### config.mk
export PLATFORM = sky130hd
export DESIGN_NAME = pipeline_stall_ctrl
export DESIGN_NICKNAME = d
export VERILOG_FILES = /design/src/rtl/pipeline_ctrl_pkg.sv /design/src/rtl/load_use_detect.sv /design/src/rtl/pipeline_stall_ctrl.sv
export SDC_FILE = /design/constraint.sdc
export NUM_CORES = 1
export LEC_CHECK = 0
export ABC_AREA = 1
export CAP_MARGIN = 0
export CORE_ASPECT_RATIO = 0.7
export CORE_UTILIZATION = 28
export DETAILED_ROUTE_END_ITERATION = 7
export GPL_ROUTABILITY_DRIVEN = 0
export PLACE_DENSITY = 0.62
export SKIP_LAST_GASP = 1
export SYNTH_ARGS = -nofsm -noshare
export SYNTH_HDL_FRONTEND = slang
export SYNTH_SLANG_ARGS = --single-unit
### constraint.sdc
create_clock -name clk -period 4.4 [get_ports clk]
set_input_delay 0.44 -clock clk [delete_from_list [all_inputs] [get_ports clk]]
set_output_delay 0.44 -clock clk [all_outputs]
set_load 0.005 [all_outputs]
### src/rtl/pipeline_ctrl_pkg.sv
// Shared encodings for the pipeline stall/flush controller: FSM states,
// exception cause codes and the hardwired-zero register index.
package pipeline_ctrl_pkg;

    typedef enum logic [1:0] {
        ST_RUN       = 2'd0,
        ST_MEM_WAIT  = 2'd1,
        ST_EXC_DRAIN = 2'd2
    } ctrl_state_e;

    localparam logic [1:0] EXC_NONE        = 2'd0;
    localparam logic [1:0] EXC_BUS_TIMEOUT = 2'd3;
    localparam logic [4:0] REG_ZERO        = 5'd0;

endpackage

### src/rtl/load_use_detect.sv
// Combinational load-use hazard detector: a load in EX whose destination
// is a source operand of the instruction in ID (register 0 never hazards).
module load_use_detect
    import pipeline_ctrl_pkg::*;
(
    input  logic       ID_EX_MemRead,
    input  logic [4:0] ID_EX_rt,
    input  logic [4:0] IF_ID_rs,
    input  logic [4:0] IF_ID_rt,
    output logic       hazard
);

    logic [9:0] src_regs;
    logic [1:0] src_match;

    assign src_regs = {IF_ID_rt, IF_ID_rs};

    genvar gi;
    generate
        for (gi = 0; gi < 2; gi++) begin : g_src
            assign src_match[gi] = (src_regs[gi*5 +: 5] == ID_EX_rt);
        end
    endgenerate

    assign hazard = ID_EX_MemRead && (ID_EX_rt != REG_ZERO) && (|src_match);

endmodule

### src/rtl/pipeline_stall_ctrl.sv
// Stall/flush scheduler for the 5-stage pipeline registers and PC.
// Optional STALL_CTRL_PERF_CNT_EN adds saturating stall-cycle/exception counters.
module pipeline_stall_ctrl
    import pipeline_ctrl_pkg::*;
#(
    parameter int MEM_TIMEOUT  = 16,
    parameter int FLUSH_CYCLES = 2,
    parameter int CNT_W        = 5
) (
    input  logic       clk,
    input  logic       reset,
    input  logic       ID_EX_MemRead,
    input  logic [4:0] ID_EX_rt,
    input  logic [4:0] IF_ID_rs,
    input  logic [4:0] IF_ID_rt,
    input  logic       Branch_taken,
    input  logic       EX_MEM_MemRead,
    input  logic       EX_MEM_MemWrite,
    input  logic       Mem_ready,
    input  logic [1:0] EX_MEM_ExcCode,
    output logic       PC_Stall,
    output logic       IF_ID_Stall,
    output logic       ID_EX_Stall,
    output logic       EX_MEM_Stall,
    output logic       IF_ID_Flush,
    output logic       ID_EX_Flush,
    output logic       EX_MEM_Flush,
    output logic       MEM_WB_Flush,
    output logic       Exc_redirect,
    output logic [1:0] Exc_cause,
    output logic [1:0] Ctrl_state
`ifdef STALL_CTRL_PERF_CNT_EN
    ,
    output logic [31:0] Perf_stall_cycles,
    output logic [31:0] Perf_exc_count
`endif
);

    localparam bit HAS_DRAIN  = (FLUSH_CYCLES > 1);
    localparam int DRAIN_INIT = HAS_DRAIN ? (FLUSH_CYCLES - 2) : 0;

    ctrl_state_e      state_q, state_d;
    logic [CNT_W-1:0] cnt_q, cnt_d;
    logic [1:0]       cause_q, cause_d;

    logic       hazard;
    logic       eval_hazards;
    logic       take_exc;
    logic [1:0] exc_code;

    load_use_detect u_load_use_detect (
        .ID_EX_MemRead (ID_EX_MemRead),
        .ID_EX_rt      (ID_EX_rt),
        .IF_ID_rs      (IF_ID_rs),
        .IF_ID_rt      (IF_ID_rt),
        .hazard        (hazard)
    );

    always_comb begin
        state_d      = state_q;
        cnt_d        = cnt_q;
        cause_d      = cause_q;
        eval_hazards = 1'b0;
        take_exc     = 1'b0;
        exc_code     = EXC_NONE;
        PC_Stall     = 1'b0;
        IF_ID_Stall  = 1'b0;
        ID_EX_Stall  = 1'b0;
        EX_MEM_Stall = 1'b0;
        IF_ID_Flush  = 1'b0;
        ID_EX_Flush  = 1'b0;
        EX_MEM_Flush = 1'b0;
        MEM_WB_Flush = 1'b0;
        Exc_redirect = 1'b0;

        unique case (state_q)
            ST_RUN: begin
                if (EX_MEM_ExcCode != EXC_NONE) begin
                    take_exc = 1'b1;
                    exc_code = EX_MEM_ExcCode;
                end else if ((EX_MEM_MemRead || EX_MEM_MemWrite) && !Mem_ready) begin
                    {PC_Stall, IF_ID_Stall, ID_EX_Stall, EX_MEM_Stall} = 4'b1111;
                    MEM_WB_Flush = 1'b1;
                    state_d      = ST_MEM_WAIT;
                    cnt_d        = CNT_W'(1);
                end else begin
                    eval_hazards = 1'b1;
                end
            end
            ST_MEM_WAIT: begin
                if (Mem_ready) begin
                    eval_hazards = 1'b1;
                    state_d      = ST_RUN;
                end else if (cnt_q == CNT_W'(MEM_TIMEOUT - 1)) begin
                    take_exc = 1'b1;
                    exc_code = EXC_BUS_TIMEOUT;
                end else begin
                    {PC_Stall, IF_ID_Stall, ID_EX_Stall, EX_MEM_Stall} = 4'b1111;
                    MEM_WB_Flush = 1'b1;
                    cnt_d        = cnt_q + CNT_W'(1);
                end
            end
            ST_EXC_DRAIN: begin
                {IF_ID_Flush, ID_EX_Flush, EX_MEM_Flush, MEM_WB_Flush} = 4'b1111;
                if (cnt_q == '0) begin
                    state_d = ST_RUN;
                end else begin
                    cnt_d = cnt_q - CNT_W'(1);
                end
            end
            default: begin
                state_d = ST_RUN;
                cnt_d   = '0;
            end
        endcase

        // A taken branch in ID is dropped while the load-use bubble holds it.
        if (eval_hazards) begin
            if (hazard) begin
                PC_Stall    = 1'b1;
                IF_ID_Stall = 1'b1;
                ID_EX_Flush = 1'b1;
            end else if (Branch_taken) begin
                IF_ID_Flush = 1'b1;
            end
        end

        if (take_exc) begin
            Exc_redirect = 1'b1;
            {IF_ID_Flush, ID_EX_Flush, EX_MEM_Flush, MEM_WB_Flush} = 4'b1111;
            cause_d = exc_code;
            if (HAS_DRAIN) begin
                state_d = ST_EXC_DRAIN;
                cnt_d   = CNT_W'(DRAIN_INIT);
            end else begin
                state_d = ST_RUN;
                cnt_d   = '0;
            end
        end

        if (reset) begin
            PC_Stall     = 1'b0;
            IF_ID_Stall  = 1'b0;
            ID_EX_Stall  = 1'b0;
            EX_MEM_Stall = 1'b0;
            IF_ID_Flush  = 1'b0;
            ID_EX_Flush  = 1'b0;
            EX_MEM_Flush = 1'b0;
            MEM_WB_Flush = 1'b0;
            Exc_redirect = 1'b0;
        end
    end

    always_ff @(posedge clk) begin
        if (reset) begin
            state_q <= ST_RUN;
            cnt_q   <= '0;
            cause_q <= EXC_NONE;
        end else begin
            state_q <= state_d;
            cnt_q   <= cnt_d;
            cause_q <= cause_d;
        end
    end

    assign Exc_cause  = cause_q;
    assign Ctrl_state = state_q;

`ifdef STALL_CTRL_PERF_CNT_EN
    logic [31:0] perf_stall_q, perf_stall_d;
    logic [31:0] perf_exc_q, perf_exc_d;

    always_comb begin
        perf_stall_d = perf_stall_q;
        perf_exc_d   = perf_exc_q;
        if (PC_Stall && (perf_stall_q != 32'hFFFF_FFFF)) begin
            perf_stall_d = perf_stall_q + 32'd1;
        end
        if (Exc_redirect && (perf_exc_q != 32'hFFFF_FFFF)) begin
            perf_exc_d = perf_exc_q + 32'd1;
        end
    end

    always_ff @(posedge clk) begin
        if (reset) begin
            perf_stall_q <= '0;
            perf_exc_q   <= '0;
        end else begin
            perf_stall_q <= perf_stall_d;
            perf_exc_q   <= perf_exc_d;
        end
    end

    assign Perf_stall_cycles = perf_stall_q;
    assign Perf_exc_count    = perf_exc_q;
`endif

endmodule

==> impl_metrics.yaml <==
routing:
  drt_first_pass_iters: 4
  drt_wl_total_mm: 2.61
  drt_drc_violations_left: 0
  drtIter0Drc: 61
  drt-wirelength-per-cell_um: 10.6
  viasPerCell: 4.42
  ant_nets: 0
  num_vias: 1087
worst_hold_path:
  holdPathStages: 2
  hold_path.class: "flip-flop to flip-flop"
placed_design:
  dpl.hpwl_mm: 2.24
  io_buffers: 36
  placed_area_um2: 1420
logic_synthesis:
  synth-seq-cells: 9
  synth-main-ff-cell: "dfxtp_1"
  syn_area_um2: 1020
  yosysMostFrequentCell: "nand2_1"
  synthTopCellsByArea: "dfxtp_1, nand2_1, ha_1"
  synth_cell_type_count: 28
  syn_area_per_cell_um2: 6.33
  synth_top_area_share: 0.177
  synth_edf_count: 0
  yosysWarnings: 0
  syn-num-nets: 193
  synthTopCellsByCount: "nand2_1, inv_1, nor2_1, nand3_1, dfxtp_1"
  async_flop_share: 0
  syn_inst: 161
  synth.largest_area_cell: "dfxtp_1"
  yosysSeqAreaShare: 0.177
sta:
  period_share: 0.620
  skew_ns: 0.00161
  clock.fmax_ghz: 0.367
  fin_crit_ns: 2.73
  setup_tns_ns: 0
  drv_slew: 0
  hold_ws_ns: 0.510
  tightest_slew_ns: 0.325
  slew_headroom: 0.781
  hold_viol: 0
  rsz0062_at_grt: "false"
  final-setup-viol-count: 0
clocking:
  root_buffer: "clkbuf_8"
  clock_sinks: 9
  ctsResizeCount: 0
  clock_path_buffers: 2
  ctsHoldBuffers: 0
  cts_max_level: 1
  clk_latency_ns: 0.23
  path_clk_slew_ns: 0.04
  cts_tree: "done"
  postCtsSetupBuffers: 0
  cts_inserted_buffers: 3
setup_path:
  critPathLaunchType: "flip-flop"
  crit_required_ns: 3.96
  r2r_setup_slack_ns: 2.46
  cp.arrival_ns: 2.29
  ff2ff_path_depth: 8
  path_max_fanout: 7
  path_class: "flip-flop to primary output"
  cp-end-kind: "primary output"
global_route:
  grt_use_total: 0.148
  grt_pass1_wl_mm: 4.24
  grt_max_degree: 9
  overflow: 0
  grt_pass1_vias: 946
  antenna_found_initial: 0
power:
  power_uw: 351
  ir_worst_vdd_mv: 0.251
  power_density_nw_per_um2: 239
  p_leak_nw: 0.692
floorplanning:
  rows: 17
  die-area_um2: 3890
  start_util: 0.309
  fp.dieW_um: 74.1
  core_area_um2: 3300
  fp.dieH_um: 52.5
  io_pins: 37
cells_and_area:
  final_layout_size_suffix_gt1_frac: 0.0854
  area_delta_synth_final_pct: 44.0
  fin_nets: 232
  fin_area_um2: 1470
  n_antenna_cell: 0
  n_fill_cell: 361
flow_run:
  cap_viol_max_count: 0
outcome:
  outcome: "finished clean"
## final timing paths
path | to | start
setup / recovery | MEM_WB_Flush | Ctrl_state[1]
hold / removal | Exc_cause[1] | Exc_cause[1]
setup reg to reg | cnt_q[2] | Ctrl_state[0]
hold reg to reg | Exc_cause[1] | Exc_cause[1]
## per-layer routing
layer / track usage / vias up / wire (um)
met3: 0.0154 / 4 / 277
met2: 0.177 / 41 / 796
met1: 0.245 / 449 / 1490
met5: 0 / - / 0
met4: 0.0673 / 0 / 42
li1: - / 593 / -
## stage by stage
stage / instances / worst slack, ns / utilization
global placement: 242 / 1.76 / 0.432
CTS: 246 / 1.66 / 0.446
floorplan: 161 / 2.52 / -
detailed placement: 242 / 1.78 / 0.432
global route: 246 / 1.47 / 0.446
finish: 246 / 1.67 / 0.446
## state kept, by name (all words and copies together) (netlist names)
signal / flops
cnt_q: 5
Ctrl_state: 2
Exc_cause: 2
## cell type report
cell class	count	area, um2	share of cell area
multi-input combinational	127	737	0.502
timing repair buffer	36	360	0.245
sequential	9	180	0.123
inverter	23	87.6	0.0596
tap	47	58.8	0.0400
clock buffer	4	45.0	0.0307
## cell families after synthesis
kind of cell / synth area share
flops: 0.177
fa+ha+maj: 0.106
compound gates: 0.114
simple gates: 0.426
buf+inv: 0.101
xor+xnor: 0.0773
## where the power goes
group | leakage [nW] | total, mW | internal (mW) | switching (mW)
clock | 0.0228 | 0.0920 | 0.0628 | 0.0292
combinational | 0.596 | 0.164 | 0.0790 | 0.0855
sequential | 0.0734 | 0.0941 | 0.0874 | 0.00674
## critical path: stages, from the launching register on
cell and delay (ns):
dfxtp_1 0.45, inv_1 0.09, ha_1 0.29, nand2_1 0.13
nand2_2 0.10, clkinv_2 0.08, nand2_4 0.06, or2_1 0.23
o21a_1 0.17, clkdlybuf4s50_1 0.46
## cells in the final DEF, fill, tap and decap left out, types with 2 or more instances in the layout
cell type / count
nand2_1: 40
clkdlybuf4s50_1: 36
inv_1: 20
nor2_1: 18
nand3_1: 14
dfxtp_1: 9
o21ai_0: 8
a21oi_1: 8
xor2_1: 7
ha_1: 7
nand2_2: 3
clkbuf_8: 3
inv_2: 2
nor2_4: 2
nand2_4: 2
or2_1: 2
nand3b_1: 2
xnor2_1: 2
nand4_1: 2
a31oi_1: 2
(Power assumes the default switching activity.)
